`config.mk`:
```
export PLATFORM = sky130hd
export DESIGN_NAME = mips_run_ctrl_flat
export DESIGN_NICKNAME = d
export VERILOG_FILES = /design/src/rtl/mips_run_ctrl_if.sv /design/src/rtl/mips_run_ctrl.sv /design/src/flat_wrapper.sv
export SDC_FILE = /design/constraint.sdc
export NUM_CORES = 1
export LEC_CHECK = 0
export ABC_AREA = 0
export CORE_UTILIZATION = 45
export CTS_CLUSTER_SIZE = 12
export DETAILED_ROUTE_END_ITERATION = 8
export PLACE_DENSITY = 0.7
export SLEW_MARGIN = 5
export SYNTH_ARGS = -nofsm -noshare
export SYNTH_HDL_FRONTEND = slang
export SYNTH_SLANG_ARGS = --single-unit
```
`constraint.sdc`:
```
create_clock -name clk -period 12.7 [get_ports clk]
set_input_delay 1.905 -clock clk [delete_from_list [all_inputs] [get_ports clk]]
set_output_delay 1.905 -clock clk [all_outputs]
set_load 0.01 [all_outputs]
```
`src/rtl/mips_run_ctrl_if.sv`:
```
// Run-control bus between a host and mips_run_ctrl.
// Host side (master) drives run commands, breakpoint settings, the core's
// PC/instruction taps and the trace read index; the controller side (slave)
// returns core reset/enable, run status, cycle count and trace read data.
interface mips_run_ctrl_if #(
  parameter int unsigned CNT_W       = 16,
  parameter int unsigned TRACE_DEPTH = 8,
  parameter int unsigned PC_W        = 32
);
  localparam int unsigned IDX_W = $clog2(TRACE_DEPTH);

  logic             start;
  logic             abort;
  logic [CNT_W-1:0] cycle_limit;
  logic             halt_pc_en;
  logic [PC_W-1:0]  halt_pc;
  logic [PC_W-1:0]  pc_current;
  logic [PC_W-1:0]  instr;
  logic [IDX_W-1:0] trace_rd_idx;

  logic             core_rst;
  logic             core_en;
  logic             busy;
  logic             done;
  logic [1:0]       status;
  logic [CNT_W-1:0] cycles_run;
  logic [IDX_W:0]   trace_count;
  logic [PC_W-1:0]  trace_rd_pc;
  logic [PC_W-1:0]  trace_rd_instr;

  modport master (
    output start, abort, cycle_limit, halt_pc_en, halt_pc,
           pc_current, instr, trace_rd_idx,
    input  core_rst, core_en, busy, done, status, cycles_run,
           trace_count, trace_rd_pc, trace_rd_instr
  );

  modport slave (
    input  start, abort, cycle_limit, halt_pc_en, halt_pc,
           pc_current, instr, trace_rd_idx,
    output core_rst, core_en, busy, done, status, cycles_run,
           trace_count, trace_rd_pc, trace_rd_instr
  );
endinterface

```
`src/rtl/mips_run_ctrl.sv`:
```
// Run controller for a MIPS core: resets the core for RST_CYCLES, then
// clock-enables it until a cycle limit, PC breakpoint or abort ends the run.
// Each enabled cycle records {pc, instr} in a circular trace buffer that can
// be read (newest = index 0) with one cycle of registered latency.
// Ports: clk, rst (sync, active high), bus (mips_run_ctrl_if.slave).
// status: 00 none, 01 limit, 10 break, 11 abort.
module mips_run_ctrl #(
  parameter int unsigned RST_CYCLES  = 2,
  parameter int unsigned CNT_W       = 16,
  parameter int unsigned TRACE_DEPTH = 8,
  parameter int unsigned PC_W        = 32
) (
  input  logic         clk,
  input  logic         rst,
  mips_run_ctrl_if.slave bus
);
  localparam int unsigned IDX_W = $clog2(TRACE_DEPTH);

  typedef enum logic [1:0] {IDLE, RESET, RUN, DONE} state_t;

  state_t           state_q, state_d;
  logic [1:0]       status_q, status_d;
  logic [7:0]       rst_cnt_q;
  logic [CNT_W-1:0] cycles_q;
  logic [IDX_W:0]   count_q;
  logic [IDX_W-1:0] wr_ptr_q;
  logic [IDX_W-1:0] rd_addr;
  logic [PC_W-1:0]  rd_pc_q, rd_instr_q;
  logic [PC_W-1:0]  pc_mem    [TRACE_DEPTH];
  logic [PC_W-1:0]  instr_mem [TRACE_DEPTH];

  logic brk, limit_hit, step, launch;

  always_comb begin
    state_d   = state_q;
    status_d  = status_q;
    step      = 1'b0;
    launch    = 1'b0;
    brk       = bus.halt_pc_en && (bus.pc_current == bus.halt_pc);
    // Compare one bit wider so a saturated counter cannot alias the limit.
    limit_hit = (bus.cycle_limit != '0) &&
                (({1'b0, cycles_q} + (CNT_W+1)'(1)) == {1'b0, bus.cycle_limit});
    case (state_q)
      IDLE, DONE: begin
        if (bus.start) begin
          state_d  = RESET;
          status_d = 2'b00;
          launch   = 1'b1;
        end
      end
      RESET: begin
        if (bus.abort) begin
          state_d  = DONE;
          status_d = 2'b11;
        end else if (rst_cnt_q == 8'(RST_CYCLES - 1)) begin
          state_d = RUN;
        end
      end
      RUN: begin
        if (bus.abort) begin
          state_d  = DONE;
          status_d = 2'b11;
        end else if (brk) begin
          state_d  = DONE;
          status_d = 2'b10;
        end else begin
          step = 1'b1;
          if (limit_hit) begin
            state_d  = DONE;
            status_d = 2'b01;
          end
        end
      end
      default: state_d = IDLE;
    endcase
  end

  // Newest entry sits just behind the write pointer.
  assign rd_addr = wr_ptr_q - IDX_W'(1) - bus.trace_rd_idx;

  always_ff @(posedge clk) begin
    if (rst) begin
      state_q    <= IDLE;
      status_q   <= '0;
      rst_cnt_q  <= '0;
      cycles_q   <= '0;
      count_q    <= '0;
      wr_ptr_q   <= '0;
      rd_pc_q    <= '0;
      rd_instr_q <= '0;
    end else begin
      state_q    <= state_d;
      status_q   <= status_d;
      rd_pc_q    <= pc_mem[rd_addr];
      rd_instr_q <= instr_mem[rd_addr];
      if (launch) begin
        rst_cnt_q <= '0;
        cycles_q  <= '0;
        count_q   <= '0;
        wr_ptr_q  <= '0;
      end else begin
        if (state_q == RESET) rst_cnt_q <= rst_cnt_q + 8'd1;
        if (step) begin
          if (cycles_q != '1) cycles_q <= cycles_q + CNT_W'(1);
          if (count_q != (IDX_W+1)'(TRACE_DEPTH)) count_q <= count_q + (IDX_W+1)'(1);
          wr_ptr_q <= wr_ptr_q + IDX_W'(1);
        end
      end
    end
  end

  // Trace storage carries no reset; readers rely on trace_count for validity.
  always_ff @(posedge clk) begin
    if (!rst && step) begin
      pc_mem[wr_ptr_q]    <= bus.pc_current;
      instr_mem[wr_ptr_q] <= bus.instr;
    end
  end

  assign bus.core_rst       = (state_q == IDLE) || (state_q == RESET);
  assign bus.core_en        = step;
  assign bus.busy           = (state_q == RESET) || (state_q == RUN);
  assign bus.done           = (state_q == DONE);
  assign bus.status         = status_q;
  assign bus.cycles_run     = cycles_q;
  assign bus.trace_count    = count_q;
  assign bus.trace_rd_pc    = rd_pc_q;
  assign bus.trace_rd_instr = rd_instr_q;
endmodule

```
`src/flat_wrapper.sv`:
```
// flat-port wrapper written by rule: the top's interface ports become plain ports
module mips_run_ctrl_flat 
#(
  parameter int unsigned RST_CYCLES  = 2,
  parameter int unsigned CNT_W       = 16,
  parameter int unsigned TRACE_DEPTH = 8,
  parameter int unsigned PC_W        = 32
)
  (clk, rst, bus_start, bus_abort, bus_cycle_limit, bus_halt_pc_en, bus_halt_pc, bus_pc_current, bus_instr, bus_trace_rd_idx, bus_core_rst, bus_core_en, bus_busy, bus_done, bus_status, bus_cycles_run, bus_trace_count, bus_trace_rd_pc, bus_trace_rd_instr);
  mips_run_ctrl_if #(.CNT_W(CNT_W), .TRACE_DEPTH(TRACE_DEPTH), .PC_W(PC_W)) bus_i ();
  input  logic clk;
  input  logic rst;
  input wire logic [$bits(bus_i.start)-1:0] bus_start;
  input wire logic [$bits(bus_i.abort)-1:0] bus_abort;
  input wire logic [$bits(bus_i.cycle_limit)-1:0] bus_cycle_limit;
  input wire logic [$bits(bus_i.halt_pc_en)-1:0] bus_halt_pc_en;
  input wire logic [$bits(bus_i.halt_pc)-1:0] bus_halt_pc;
  input wire logic [$bits(bus_i.pc_current)-1:0] bus_pc_current;
  input wire logic [$bits(bus_i.instr)-1:0] bus_instr;
  input wire logic [$bits(bus_i.trace_rd_idx)-1:0] bus_trace_rd_idx;
  output wire logic [$bits(bus_i.core_rst)-1:0] bus_core_rst;
  output wire logic [$bits(bus_i.core_en)-1:0] bus_core_en;
  output wire logic [$bits(bus_i.busy)-1:0] bus_busy;
  output wire logic [$bits(bus_i.done)-1:0] bus_done;
  output wire logic [$bits(bus_i.status)-1:0] bus_status;
  output wire logic [$bits(bus_i.cycles_run)-1:0] bus_cycles_run;
  output wire logic [$bits(bus_i.trace_count)-1:0] bus_trace_count;
  output wire logic [$bits(bus_i.trace_rd_pc)-1:0] bus_trace_rd_pc;
  output wire logic [$bits(bus_i.trace_rd_instr)-1:0] bus_trace_rd_instr;
  assign bus_i.start = bus_start;
  assign bus_i.abort = bus_abort;
  assign bus_i.cycle_limit = bus_cycle_limit;
  assign bus_i.halt_pc_en = bus_halt_pc_en;
  assign bus_i.halt_pc = bus_halt_pc;
  assign bus_i.pc_current = bus_pc_current;
  assign bus_i.instr = bus_instr;
  assign bus_i.trace_rd_idx = bus_trace_rd_idx;
  assign bus_core_rst = bus_i.core_rst;
  assign bus_core_en = bus_i.core_en;
  assign bus_busy = bus_i.busy;
  assign bus_done = bus_i.done;
  assign bus_status = bus_i.status;
  assign bus_cycles_run = bus_i.cycles_run;
  assign bus_trace_count = bus_i.trace_count;
  assign bus_trace_rd_pc = bus_i.trace_rd_pc;
  assign bus_trace_rd_instr = bus_i.trace_rd_instr;
  mips_run_ctrl #(.RST_CYCLES(RST_CYCLES), .CNT_W(CNT_W), .TRACE_DEPTH(TRACE_DEPTH), .PC_W(PC_W)) u_core (.clk(clk), .rst(rst), .bus(bus_i));
endmodule
```
==> reports/metrics.yaml, run 1 <==
outcome: "completed"
drv_slew: 0
clk_pin_slew_ps: 50
async_flop_share_pct: 0
drt-pass1-iter-count: 5
num_rows: 83
core_area_mm2: 0.05130
start_util_pct: 45.49
drive_above_1_share_pct: 17.19
overflow: 0
antenna_found_initial: 9
clk_latency_ps: 590
antenna_left: 0
arrival_ps: 4940
cts.sinks: 611
maxCapViolations: 0
layout_common_cells: "edfxtp_1 (512), clkdlybuf4s50_1 (208), mux4_2 (128), nor2_1 (101), dfxtp_1 (99)"
ios: 210
cts_tree: "yes"
clock_skew_ps: 22.99
yosysWarnings: 0
cp-end-kind: "output port"
synth.avg_cell_area_um2: 19.16
fin_cells: 2190
finalCritPeriodShare_pct: 53.88
start_kind: "input port"
grt_util_all_layers_pct: 19.79
fillCellCount: 3993
dp_hpwl_um: 29160
routedWlPerCell_um: 23.41
cts-root-buf: "clkbuf_16"
final.setup.tns_ps: 0
rsz0062_at_grt: "false"
setup_viol: 0
cts.path.max_buffers: 3
nets: 1588
synth_cell_types: 55
p_leak_nw: 9.284
io_buffers: 209
drc: 0
ir_drop_mv: 0.1079
fmax_mhz: 146.1
synth_seq_area_share_pct: 74.37
htree_levels: 3
routed_via_density: 5.479
power.density_mw_per_mm2: 161.7
synth_seq_cells: 611
synthesis.nets: 1350
hold_viol: 0
gp_congestion: 0.8199
dpl.cell_count: 2068
die_x_um: 229.7
crit_type: "input port to output port"
drtIter0Drc: 1007
grt_max_degree: 129
layout_commonest_cell: "edfxtp_1"
first_global_vias: 12320
min_period_ps: 6843
numCtsBuffers: 66
cts_setup_buffers: 0
synth_enable_flop_cells: 512
min_path_type: "flop to flop"
dr_total_vias: 12000
mappedNetlistArea_mm2: 0.02334
cts_hold_buf: 0
ys.flop_type: "edfxtp_1"
tightest_slew_ps: 1066
grt_pass1_wl_um: 76880
die_height_um: 229.7
syn_inst: 1218
cts-resized-gates: 0
slew_headroom_pct: 28.95
area_growth_pct: 21.74
die_area_mm2: 0.05278
crit_fanout: 30
cp.required_ps: 10800
wl_um: 51270
==> per-stage QoR <==
step	hold slack [ps]	cell area [um^2]	setup WS (ps)	total power, mW	util (%)
finish	502.7	28410	5857	4.595	55.38
global placement	465.6	26290	5825	2.777	51.24
floorplan	458.8	23340	2775	2.578	-
detailed placement	488.9	26290	5748	2.786	51.24
global route	533.5	28410	5632	4.759	55.37
CTS	498.5	28400	5744	4.646	55.37
==> worst paths after layout <==
check                           slack [ps]  depth (start not counted)                                       to                               from
worst max-delay path                  5860                          7                              bus_core_en                 bus_pc_current[20]
worst min-delay path                   500                          2        u_core.bus.status[0]$_SDFFE_PP0P_  u_core.bus.status[0]$_SDFFE_PP0P_
worst max register to register        9190                          6  u_core.bus.trace_rd_instr[5]$_SDFF_PP0_    u_core.wr_ptr_q[0]$_SDFFE_PP0P_
worst min register to register         500                          2        u_core.bus.status[0]$_SDFFE_PP0P_  u_core.bus.status[0]$_SDFFE_PP0P_
==> sequential cells by signal (all words and copies together), names as in the netlist <==
name / flops
u_core.bus.trace_count: 4
u_core.instr_mem: 256
u_core.bus.cycles_run: 16
u_core.state_q: 2
u_core.wr_ptr_q: 3
u_core.pc_mem: 256
u_core.bus.trace_rd_instr: 32
u_core.bus.trace_rd_pc: 32
u_core.rst_cnt_q: 8
u_core.bus.status: 2
==> cells by family after synthesis <==
kind of cell	count (synthesis)	synth area share [%]
buf+inv	70	1.169
simple gates	218	4.541
xor+xnor	74	2.841
flops	611	74.37
compound gates	36	1.088
mux	197	15.31
fa+ha+maj	12	0.6755
==> routing by layer <==
| metal | up-vias | GRT usage (%) | share of wire [%] |
|---|---|---|---|
| met2 | 382 | 31.71 | 48 |
| li1 | 5311 | - | - |
| met3 | 87 | 4.936 | 7.3 |
| met4 | 14 | 6.623 | 2.3 |
| met5 | - | 0 | 0.17 |
| met1 | 6206 | 26.55 | 42 |
==> synthesized netlist by cell type, drive strengths merged (13+ instances only) <==
| master | number | area, um^2 |
|---|---|---|
| mux2i | 69 | 690.7 |
| mux4 | 128 | 2883 |
| buf | 22 | 91.34 |
| dfxtp | 99 | 1982 |
| nand3 | 17 | 90.09 |
| inv | 13 | 48.80 |
| nor2 | 105 | 394.1 |
| nand2b | 14 | 87.58 |
| xor2 | 23 | 201.4 |
| nand2 | 17 | 63.81 |
| nand4 | 21 | 143.9 |
| clkbuf | 35 | 132.6 |
| edfxtp | 512 | 15370 |
| xnor2 | 50 | 437.9 |
==> layout make-up <==
class	instances	area (um^2)	area share, %
Clock inverter	20	236.5	0.8323
Clock buffer	99	1878	6.610
Multi-Input combinational cell	537	5796	20.40
Inverter	13	48.80	0.1718
Sequential cell	611	17360	61.09
Timing Repair Buffer	227	2237	7.874
Antenna cell	3	7.507	0.02642
Tap cell	680	850.8	2.995
==> power by group <==
group / leakage, nW / total, mW / switching, mW / internal, mW
Sequential: 5.42 / 2.24 / 0.0207 / 2.22
Combinational: 2.84 / 0.498 / 0.247 / 0.251
Clock: 1.03 / 1.86 / 0.748 / 1.11
Total: 9.28 / 4.59 / 1.02 / 3.58
==> worst max-delay path, cell delays in order <==
cell and delay [ps]:
clkdlybuf4s50_1 590, xnor2_1 340, nand4_1 320, nor4_1 740, a41oi_2 210, buf_4 290
clkdlybuf4s50_1 520
No activity file was read; power rests on OpenSTA's default activity.
==> inputs of run 2 (changes only) <==
==> constraint.sdc (replaced) <==
create_clock -name clk -period 6.4 [get_ports clk]
set_input_delay 0.96 -clock clk [delete_from_list [all_inputs] [get_ports clk]]
set_output_delay 0.96 -clock clk [all_outputs]
set_load 0.01 [all_outputs]
==> reports/metrics.yaml, run 2 (synthesized netlist as in run 1, its figures left out) <==
drc: 0  # unchanged
grt_max_degree: 54  # -58%
overflow: 0  # unchanged
finalCritPeriodShare_pct: 77.83
routed_via_density: 5.454  # -0.47%
min_period_ps: 4981
cp.required_ps: 5440  # -5360 ps
dp_slack_ps: 1350  # -4399 ps
rsz0062_at_grt: "false"
arrival_ps: 4020  # -920 ps
outcome: "completed"
grt_util_all_layers_pct: 19.93  # +0.14 points
drv_slew: 0  # unchanged
fmax_mhz: 200.8
die_x_um: 229.7  # unchanged
clk_latency_ps: 590  # about the same
whs_endpoint: "u_core.bus.status[0]$_SDFFE_PP0P_"
crit_type: "input port to output port"
antenna_found_initial: 7  # -2
power.density_mw_per_mm2: 319.8  # +98%
post_dp_cell_area_mm2: 0.02641  # +0.45%
tightest_slew_ps: 1123  # +57.36 ps
ios: 210  # unchanged
cts.sinks: 611  # unchanged
gp_congestion: 0.8509  # +3.8%
drive_above_1_share_pct: 17.41  # +0.22 points
cts.path.max_buffers: 3  # unchanged
die_area_mm2: 0.05278  # unchanged
final.setup.tns_ps: 0  # unchanged
num_rows: 83  # unchanged
fin_area_mm2: 0.02851  # +0.36%
dp_hpwl_um: 30770  # +5.5%
holdPathStages: 2  # unchanged
core_area_mm2: 0.05130  # unchanged
drt-pass1-iter-count: 5  # unchanged
slew_headroom_pct: 24.88  # -4.1 points
die_height_um: 229.7  # unchanged
r2r_slack_ps: 2410  # -6780 ps
dr_total_vias: 11950  # -0.43%
maxCapViolations: 0  # unchanged
numCtsBuffers: 66  # unchanged
antenna_left: 0  # unchanged
reg2reg_to: "u_core.bus.trace_rd_pc[23]$_SDFF_PP0_"
min_path_type: "flop to flop"
clock_skew_ps: 26.32  # +3.333 ps
hold_viol: 0  # unchanged
clk_pin_slew_ps: 60  # about the same
setup_viol: 0  # unchanged
p_leak_nw: 9.306  # +0.23%
wl_um: 51820  # +1.1%
n_antenna_cell: 0  # -3
start_util_pct: 45.49  # unchanged
area_growth_pct: 22.17
cp-end-kind: "output port"
cts-resized-gates: 0  # unchanged
routedWlPerCell_um: 23.65  # +1.0%
reg2reg_from: "u_core.wr_ptr_q[0]$_SDFFE_PP0P_"
first_global_vias: 12400  # +0.65%
ir_drop_mv: 0.1973  # +83%
nets: 1593  # +0.31%
cts_setup_buffers: 0  # unchanged
layout_commonest_cell: "edfxtp_1"
cts-root-buf: "clkbuf_16"
crit_fanout: 30  # unchanged
cts_tree: "yes"
reg_top3: "u_core.instr_mem x256, u_core.pc_mem x256"
rr_worst_depth: 9  # +3
io_buffers: 209  # unchanged
worstHoldStart: "u_core.bus.status[0]$_SDFFE_PP0P_"
postLayoutSetupSlackWorst_ps: 1419  # -4438 ps
layout_common_cells: "edfxtp_1 (512), clkdlybuf4s50_1 (208), mux4_2 (128), nor2_1 (101), dfxtp_1 (99)"
cts_hold_buf: 0  # unchanged
grt_pass1_wl_um: 77450  # +0.75%
start_kind: "input port"
drtIter0Drc: 751  # -25%
htree_levels: 3  # unchanged
[run 2: power by group]
part	total (mW)	leakage [nW]	internal, mW	switching (mW)
sequential	4.45	5.42	4.40	0.0487
clock	3.67	1.02	2.17	1.50
combinational	0.994	2.87	0.502	0.493
total	9.12	9.31	7.08	2.04
[run 2: per-stage QoR]
stage | std cells | util (%) | power, mW | hold slack, ps
final | 2191 | 55.58 | 9.117 | 479.7
after global routing | 2191 | 55.58 | 9.435 | 517.5
after CTS | 2191 | 55.58 | 9.214 | 480.3
after detailed placement | 2073 | 51.47 | 5.546 | 471.3
after global placement | 2073 | 51.47 | 5.532 | 466.5
after floorplan | 1218 | - | 5.113 | 458.8
[run 2: layout make-up]
class	count	area, um^2
inverters	13	48.80
multi-input cells	537	5826
clock buffers	99	1889
well taps	680	850.8
repair buffers	232	2325
flip-flops and latches	611	17360
fillers	3922	22790
clock inverters	19	216.5
[run 2: worst max-delay path by stage]
stage | startpoint | endpoint | slack, ps | cells after the start
floorplan | bus_pc_current[22] | u_core.instr_mem[4][0]$_DFFE_PP_ | 120 | 8
global placement | bus_pc_current[8] | u_core.pc_mem[6][9]$_DFFE_PP_ | 1380 | 9
detailed placement | bus_pc_current[8] | bus_core_en | 1350 | 7
CTS | bus_pc_current[8] | bus_core_en | 1340 | 7
global route | bus_pc_current[8] | bus_core_en | 1340 | 7
finish | bus_pc_current[8] | bus_core_en | 1420 | 7
[run 2: critical path, stage by stage]
cell,delay (ps)
clkdlybuf4s50_1,580
xnor2_1,530
nand4_1,420
nor4_1,550
a41oi_2,170
buf_4,270
clkdlybuf4s50_1,520
[run 2: per-layer routing]
metal / part of all wire [%] / track usage (%)
met5: 0.18 / 0
met2: 49 / 32.72
met3: 5.9 / 4.018
met1: 42 / 26.33
met4: 2.6 / 7.533
